[src/rtl/btb_pkg.sv]
// Shared definitions for the fetch-side branch target buffer.
//   ENTRIES / INDEX_W / TAG_W : table geometry (direct-mapped, word-aligned PCs)
//   BR_NONE                   : branch-type encoding for "not a branch"
//   btb_entry_t               : one table entry {valid, tag, target[31:2]}
//   btb_index / btb_tag       : PC field extraction used by lookup and update
package btb_pkg;

    localparam int unsigned ENTRIES = 16;
    localparam int unsigned INDEX_W = 4;
    localparam int unsigned TAG_W   = 30 - INDEX_W;

    localparam logic [2:0] BR_NONE = 3'd0;

    typedef struct packed {
        logic              valid;
        logic [TAG_W-1:0]  tag;
        logic [29:0]       target;
    } btb_entry_t;

    function automatic logic [INDEX_W-1:0] btb_index(input logic [31:0] pc);
        return pc[INDEX_W+1:2];
    endfunction

    function automatic logic [TAG_W-1:0] btb_tag(input logic [31:0] pc);
        return pc[31:INDEX_W+2];
    endfunction

endpackage

[src/rtl/btb_perf_cnt.sv]
// Performance counters for the branch target buffer.
// Only elaborated when BTB_PERF_CNT_EN is defined; the default build leaves
// this file empty so no orphan module is left behind.
//   clk, rst    : clock, synchronous active-high reset (clears all counters)
//   lookup      : a non-stalled lookup happened this cycle
//   hit         : that lookup hit
//   update      : a table write was performed this cycle
//   lookup_cnt  : count of non-stalled lookups (wraps modulo 2^32)
//   hit_cnt     : count of non-stalled hits (wraps modulo 2^32)
//   update_cnt  : count of table writes (wraps modulo 2^32)
`ifdef BTB_PERF_CNT_EN
module btb_perf_cnt (
    input  logic        clk,
    input  logic        rst,
    input  logic        lookup,
    input  logic        hit,
    input  logic        update,
    output logic [31:0] lookup_cnt,
    output logic [31:0] hit_cnt,
    output logic [31:0] update_cnt
);

    always_ff @(posedge clk) begin
        if (rst) begin
            lookup_cnt <= '0;
            hit_cnt    <= '0;
            update_cnt <= '0;
        end else begin
            if (lookup)
                lookup_cnt <= lookup_cnt + 32'd1;
            if (lookup && hit)
                hit_cnt <= hit_cnt + 32'd1;
            if (update)
                update_cnt <= update_cnt + 32'd1;
        end
    end

endmodule
`endif

[src/rtl/branch_target_buffer.sv]
// Fetch-side branch target buffer: direct-mapped, flop-based table of taken
// branches. Lookup is combinational from registered state; updates come from
// the EX stage as branches resolve.
// Optional feature macro: BTB_PERF_CNT_EN (adds StallF and three counters).
//   clk          : rising-edge clock
//   rst          : synchronous active-high reset; also forces lookup outputs low
//   PCF          : IF-stage PC to look up
//   BTBhit       : valid entry with matching tag at PCF's index
//   BTBtarget    : predicted target, zero on miss
//   EXpc         : PC of the branch resolving in EX
//   BrNPC        : resolved taken-target of that branch
//   BranchE      : EX branch resolved taken (writes the entry)
//   BranchTypeE  : EX branch type, BR_NONE when not a branch
//   Flush        : invalidate the whole table, dropping any same-cycle update
//   StallF       : IF stalled (perf build only)
//   LookupCnt / HitCnt / UpdateCnt : 32-bit counters (perf build only)
module branch_target_buffer
    import btb_pkg::*;
(
    input  logic        clk,
    input  logic        rst,
    input  logic [31:0] PCF,
    output logic        BTBhit,
    output logic [31:0] BTBtarget,
    input  logic [31:0] EXpc,
    input  logic [31:0] BrNPC,
    input  logic        BranchE,
    input  logic [2:0]  BranchTypeE,
    input  logic        Flush
`ifdef BTB_PERF_CNT_EN
    ,
    input  logic        StallF,
    output logic [31:0] LookupCnt,
    output logic [31:0] HitCnt,
    output logic [31:0] UpdateCnt
`endif
);

    btb_entry_t          table_q [ENTRIES];
    btb_entry_t          rd_entry;
    logic [INDEX_W-1:0]  wr_idx;
    logic                update_fire;

    // Direction is owned by the BHT, so BranchTypeE never changes the table;
    // word-offset bits of the PCs and target are not stored.
    logic unused_inputs;
    assign unused_inputs = ^{BranchTypeE, PCF[1:0], EXpc[1:0], BrNPC[1:0]};

    // Lookup: reads registered contents only, so a same-cycle update of the
    // same index is seen from the next cycle onward.
    always_comb begin
        rd_entry  = table_q[btb_index(PCF)];
        BTBhit    = 1'b0;
        BTBtarget = '0;
        if (!rst && rd_entry.valid && (rd_entry.tag == btb_tag(PCF))) begin
            BTBhit    = 1'b1;
            BTBtarget = {rd_entry.target, 2'b00};
        end
    end

    assign wr_idx      = btb_index(EXpc);
    assign update_fire = !rst && !Flush && BranchE;

    // Only valid bits are cleared; tag/target contents are don't-care while invalid.
    always_ff @(posedge clk) begin
        if (rst || Flush) begin
            for (int unsigned i = 0; i < ENTRIES; i++)
                table_q[i].valid <= 1'b0;
        end else if (BranchE) begin
            table_q[wr_idx] <= '{valid: 1'b1, tag: btb_tag(EXpc), target: BrNPC[31:2]};
        end
    end

`ifdef BTB_PERF_CNT_EN
    btb_perf_cnt u_perf_cnt (
        .clk        (clk),
        .rst        (rst),
        .lookup     (!StallF),
        .hit        (BTBhit),
        .update     (update_fire),
        .lookup_cnt (LookupCnt),
        .hit_cnt    (HitCnt),
        .update_cnt (UpdateCnt)
    );
`else
    logic unused_update;
    assign unused_update = update_fire;
`endif

endmodule

[config.mk]
export PLATFORM = sky130hd
export DESIGN_NAME = branch_target_buffer
export DESIGN_NICKNAME = d
export VERILOG_FILES = /design/src/rtl/btb_pkg.sv /design/src/rtl/btb_perf_cnt.sv /design/src/rtl/branch_target_buffer.sv
export SDC_FILE = /design/constraint.sdc
export NUM_CORES = 1
export LEC_CHECK = 0
export CORE_MARGIN = 2
export CORE_UTILIZATION = 55
export CTS_BUF_LIST = sky130_fd_sc_hd__clkbuf_8
export CTS_CLUSTER_SIZE = 20
export DETAILED_ROUTE_END_ITERATION = 10
export GPL_TIMING_DRIVEN = 0
export PLACE_DENSITY = 0.73
export SYNTH_ARGS = -nofsm -noshare
export SYNTH_HDL_FRONTEND = slang
export SYNTH_SLANG_ARGS = --single-unit
[constraint.sdc]
create_clock -name clk -period 7.7 [get_ports clk]
set_input_delay 1.54 -clock clk [delete_from_list [all_inputs] [get_ports clk]]
set_output_delay 1.54 -clock clk [all_outputs]
set_load 0.01 [all_outputs]
# Word-level counts from Yosys, hierarchy flattened
# Memories as Yosys holds them, arrays and structs flattened.
# Cells that the tools add are included.
# totals
in_bits	103
ff_bits	0
mem_bits_rw	912
elab_cells	17
mem_count	1
out_inout_bits	33
# op_classes
muxes	10
eq_ne	1
reduce_logical	5
# mem_list
name	depth	word_bits	read_ports	rd_clocked_by_memory_dff	wr	line_no	source
table_q	16	57	1	0	16	branch_target_buffer.sv:39	btb_entry_t table_q [ENTRIES];
# ops
operator	count
2-to-1 mux 57 bit	1
OR reduction 57 bit	1
2-to-1 mux 32 bit	1
equality test 26 bit	1
2-to-1 mux 1 bit	6
2-to-1 mux 4 bit	1
logical AND 1 bit	2
2-to-1 mux 2 bit	1
zero test 1 bit	1
logical OR 1 bit	1

# Depth between registers and ports, before layout
# logic_depth
depth_word	5
ltp_mapped	12
depth_no_buf	7

# Worst setup path before layout
# No wires, ideal clock.
# synth_timing
path_kind	input to register
from	in rst
to	mem table_q[0][0] (netlist name) (enable)
t_required_ns	7.158
arrival_time_ns	6.244
n_path_buf	0
path_stages	4
path_slack_ns	0.914
path_cell_list	nor2_1 > nand2_1 > or3_1 > nor3_1
# synth_rtl
element	line_no	source
start, declared	branch_target_buffer.sv:21	input logic rst,
end, declared	branch_target_buffer.sv:39	

# Final worst setup path
# layout_timing
from	in PCF[3]
to	out BTBtarget[31]
# layout_via
elab_chain_cells	4
elab_cells_between_ends	5
cone_classes	eq/ne: 1; mux: 1; reduce/logical: 2; memory: 1
# layout_rtl
element	line_no	source
start, declared	branch_target_buffer.sv:22	input logic [31:0] PCF,
memory read (16 x 57 bit) *	n/a	
equality test 26 bit or logical AND 1 bit (tied branches)	branch_target_buffer.sv:55	if (!rst && rd_entry.valid && (rd_entry.tag == btb_tag(PCF))) begin
logical AND 1 bit	branch_target_buffer.sv:55	
2-to-1 mux 32 bit *	branch_target_buffer.sv:55	
end, declared	branch_target_buffer.sv:24	output logic [31:0] BTBtarget,
# Mark *: on every way between the ends. The rest lies on a longest branch, timed or not.

==> results.sh <==
export IMPL_status="finished clean"
export IMPL_synth_top_area_frac=0.7502
export IMPL_fp_dieW_um=259.4
export IMPL_finalCriticalPeriod_ns=7.600
export IMPL_fin_crit_sh=0.9870
export IMPL_clkLatencyLatePin_ns=0.79
export IMPL_cts_tree="done"
export IMPL_initial_core_util=0.5564
export IMPL_fmax_mhz=131.6
export IMPL_crit_chain="clkdlybuf4s50_1, buf_6, buf_12, buf_12, mux4_2, mux2i_1, xor2_1, a31oi_1, a2111oi_4, o2111ai_2, nor3_1, clkdlybuf4s50_1"
export IMPL_syn_instance_count=1590
export IMPL_clockBufferDepth=3
export IMPL_cp_required_ns=6.16
export IMPL_antenna_found_initial=2
export IMPL_ys_seq_area_frac=0.7591
export IMPL_worst_slack_ns=0.09973
export IMPL_drc=0
export IMPL_largest_register_ffs=912
export IMPL_final_max_slew_violation_count=0
export IMPL_timing_critical_path_from_type="input pin"
export IMPL_synth_edff_count=896
export IMPL_ys_warn_count=0
export IMPL_r2r_end="table_q[10][56]"
export IMPL_numPlacedInstances=2632
export IMPL_crit_path_start="PCF[3]"
export IMPL_reg_largest_list="table_q: 912 flops"
export IMPL_grt_pass1_wl_mm=125.6
export IMPL_routedWlPerCell_um=30.51
export IMPL_ys_types=63
export IMPL_crit_family="buffers and inverters"
export IMPL_regMostFlops="table_q"
export IMPL_synth_main_ff_cell="edfxtp_1"
export IMPL_routed_wl_mm=87.97
export IMPL_syn_cell_area_um2=35870
export IMPL_grt_usage=0.2677
export IMPL_tightestPinTransition_ns=1.072
export IMPL_synth_most_common_cell="edfxtp_1"
export IMPL_worstSetupPathType="input pin to output pin"
export IMPL_pre_cts_ws_ns=0.1001
export IMPL_nNetsFinal=2026
export IMPL_antenna_left=0
export IMPL_rows=93
export IMPL_post_synth_top_area_cell="edfxtp_1"
export IMPL_crit_cells=12
export IMPL_leakage_nw=13.65
export IMPL_io_pins=136
export IMPL_grt_max_degree=23
export IMPL_dpl_cell_area_um2=39430
export IMPL_die_area_um2=67270
export IMPL_maxCapViolations=0
export IMPL_critPathArrivalTime_ns=6.06
export IMPL_hold_ws_ns=0.4562
export IMPL_final_area_um2=41990
export IMPL_endpoint_kind="output pin"
export IMPL_ir_drop_v=0.0001877
export IMPL_synth_seq_cells=912
export IMPL_p_per_area_nw_per_um2=232.3
export IMPL_cts_root_buf="clkbuf_8"
export IMPL_synth_common_cells="896 x edfxtp_1, 219 x mux4_2, 83 x mux2i_1, 31 x nor3_2, 30 x nand3_1"
export IMPL_dr_pass1_iters=5
export IMPL_p_total_mw=9.752
export IMPL_synth_area_per_cell_um2=22.56
export IMPL_relSlewSlack=0.2853
export IMPL_min_path_type="flip-flop to flip-flop"
export IMPL_cp_num_buf_inv=5
export IMPL_final_util=0.6513
export IMPL_drive_above_1_share=0.2871
export IMPL_coreArea_um2=64460
export IMPL_final_cells=2883
export IMPL_rr_worst_depth=1
export IMPL_area_delta_synth_final_pct=17.06
export IMPL_io_buffer_count=122
export IMPL_dp_hpwl_mm=57.96
export IMPL_postCtsSetupBuffers=0
export IMPL_crit_slowest_cell="clkdlybuf4s50_1"
export IMPL_cts_buffers=144
export IMPL_drt_initial_drc_count=2056
export IMPL_cp_max_fo=10
export IMPL_vias=18100
export IMPL_gr_total_overflow=0
export IMPL_htree_levels=4
export IMPL_clock_sinks=912
export IMPL_hold_viol_final=0
export IMPL_rr_startpoint="table_q[10][56]"
export IMPL_setup_violations_final=0
export IMPL_die_h_um=259.4
export IMPL_gp_congestion=0.8783
export IMPL_critPathMaxStageDelay_ns=0.66
export IMPL_synth_area_leaders="edfxtp_1 75%, mux4_2 14%, mux2i_1 2.3%"
export IMPL_r2r_slack_ns=7.12
export IMPL_clk_pin_slew_worst_paths_ns=0.05
export IMPL_crit_end="BTBtarget[31]"
export IMPL_viasPerCell=6.277
export IMPL_grt_pass1_vias=18580
export IMPL_min_path_cells=1
export IMPL_grt_setup_unrepaired="false"
export IMPL_skew_ns=0
export IMPL_async_flop_share=0
export IMPL_nFillCells=4238
export IMPL_fin_setup_tns_ns=0
[report_power, final]
| group | total, mW | switching (mW) | leakage [nW] | internal [mW] |
|---|---|---|---|---|
| clock | 3.69 | 1.80 | 1.49 | 1.89 |
| sequential | 5.49 | 0.00779 | 8.19 | 5.49 |
| combinational | 0.569 | 0.326 | 3.98 | 0.243 |
| total | 9.75 | 2.14 | 13.7 | 7.62 |
[timing repair]
| action | 4_1_cts | 5_1_grt |
|---|---|---|
| gates resized for setup | 0 | 2 |
| hold buffers | 0 | 0 |
| endpoints found under the hold margin | 0 | 0 |
| setup endpoints to repair | 0 | 3 |
[cells in the final DEF, fill, tap and decap left out, types with 5 or more instances in the layout]
| cell | netlist | routed |
|---|---|---|
| edfxtp_1 | 896 | 896 |
| mux4_2 | 219 | 219 |
| clkbuf_8 | 0 | 153 |
| clkdlybuf4s50_1 | 0 | 122 |
| mux2i_1 | 83 | 83 |
| inv_1 | 6 | 55 |
| buf_6 | 14 | 39 |
| nor3_2 | 31 | 35 |
| nand3_1 | 30 | 30 |
| clkinv_1 | 1 | 30 |
| nand2_1 | 28 | 28 |
| buf_2 | 28 | 28 |
| buf_12 | 5 | 22 |
| clkbuf_1 | 19 | 18 |
| a21o_1 | 17 | 17 |
| buf_16 | 0 | 17 |
| dfxtp_1 | 16 | 16 |
| xor2_1 | 15 | 15 |
| buf_4 | 12 | 13 |
| xnor2_1 | 13 | 13 |
| clkinv_2 | 0 | 13 |
| nor2_4 | 0 | 12 |
| mux4_1 | 12 | 12 |
| a22oi_1 | 11 | 11 |
| nor2_1 | 22 | 10 |
| mux2_2 | 10 | 10 |
| nand2b_1 | 8 | 8 |
| nor2b_1 | 7 | 7 |
| nor3_1 | 10 | 6 |
| a221oi_1 | 6 | 6 |
| nand4_1 | 5 | 5 |
| buf_8 | 1 | 5 |
| a21oi_1 | 5 | 5 |
[kinds of logic after synthesis]
| family | synth area share |
|---|---|
| AOI/OAI and AO/OA | 0.01922 |
| muxes | 0.1726 |
| DFF | 0.7591 |
| xor gates and xnor gates | 0.006838 |
| buffers and inverters | 0.01727 |
| and+or+nand+nor | 0.02484 |
| other | 0.0001046 |
[final cells by class]
class	instances	area [µm²]	share of cell area
clock inverter	97	447.9	0.01067
antenna	1	2.502	0.00005960
timing repair buffer	186	2379	0.05665
tap	855	1070	0.02548
sequential	912	27230	0.6485
multi-input combinational	588	8134	0.1937
buffer	83	590.6	0.01407
inverter	8	30.03	0.0007152
clock buffer	153	2106	0.05015
[worst min-delay path by stage]
| stage | start | to | slack [ns] |
|---|---|---|---|
| 3_5_place_dp | table_q[2][56] | table_q[2][56] | 0.44 |
| 6_report | table_q[11][56] | table_q[11][56] | 0.46 |
| 5_1_grt | table_q[6][56] | table_q[6][56] | 0.47 |
| 4_1_cts | table_q[2][56] | table_q[2][56] | 0.45 |
| 2_1_floorplan | table_q[6][56] | table_q[6][56] | 0.42 |
| 3_3_place_gp | table_q[2][56] | table_q[2][56] | 0.43 |
[routing by layer]
| metal | global-route usage | part of all wire |
|---|---|---|
| met1 | 0.3570 | 0.38 |
| met5 | 0 | 0.00016 |
| met3 | 0.06112 | 0.088 |
| met2 | 0.4380 | 0.50 |
| met4 | 0.09690 | 0.028 |
No activity file was read; power rests on OpenSTA's default activity.
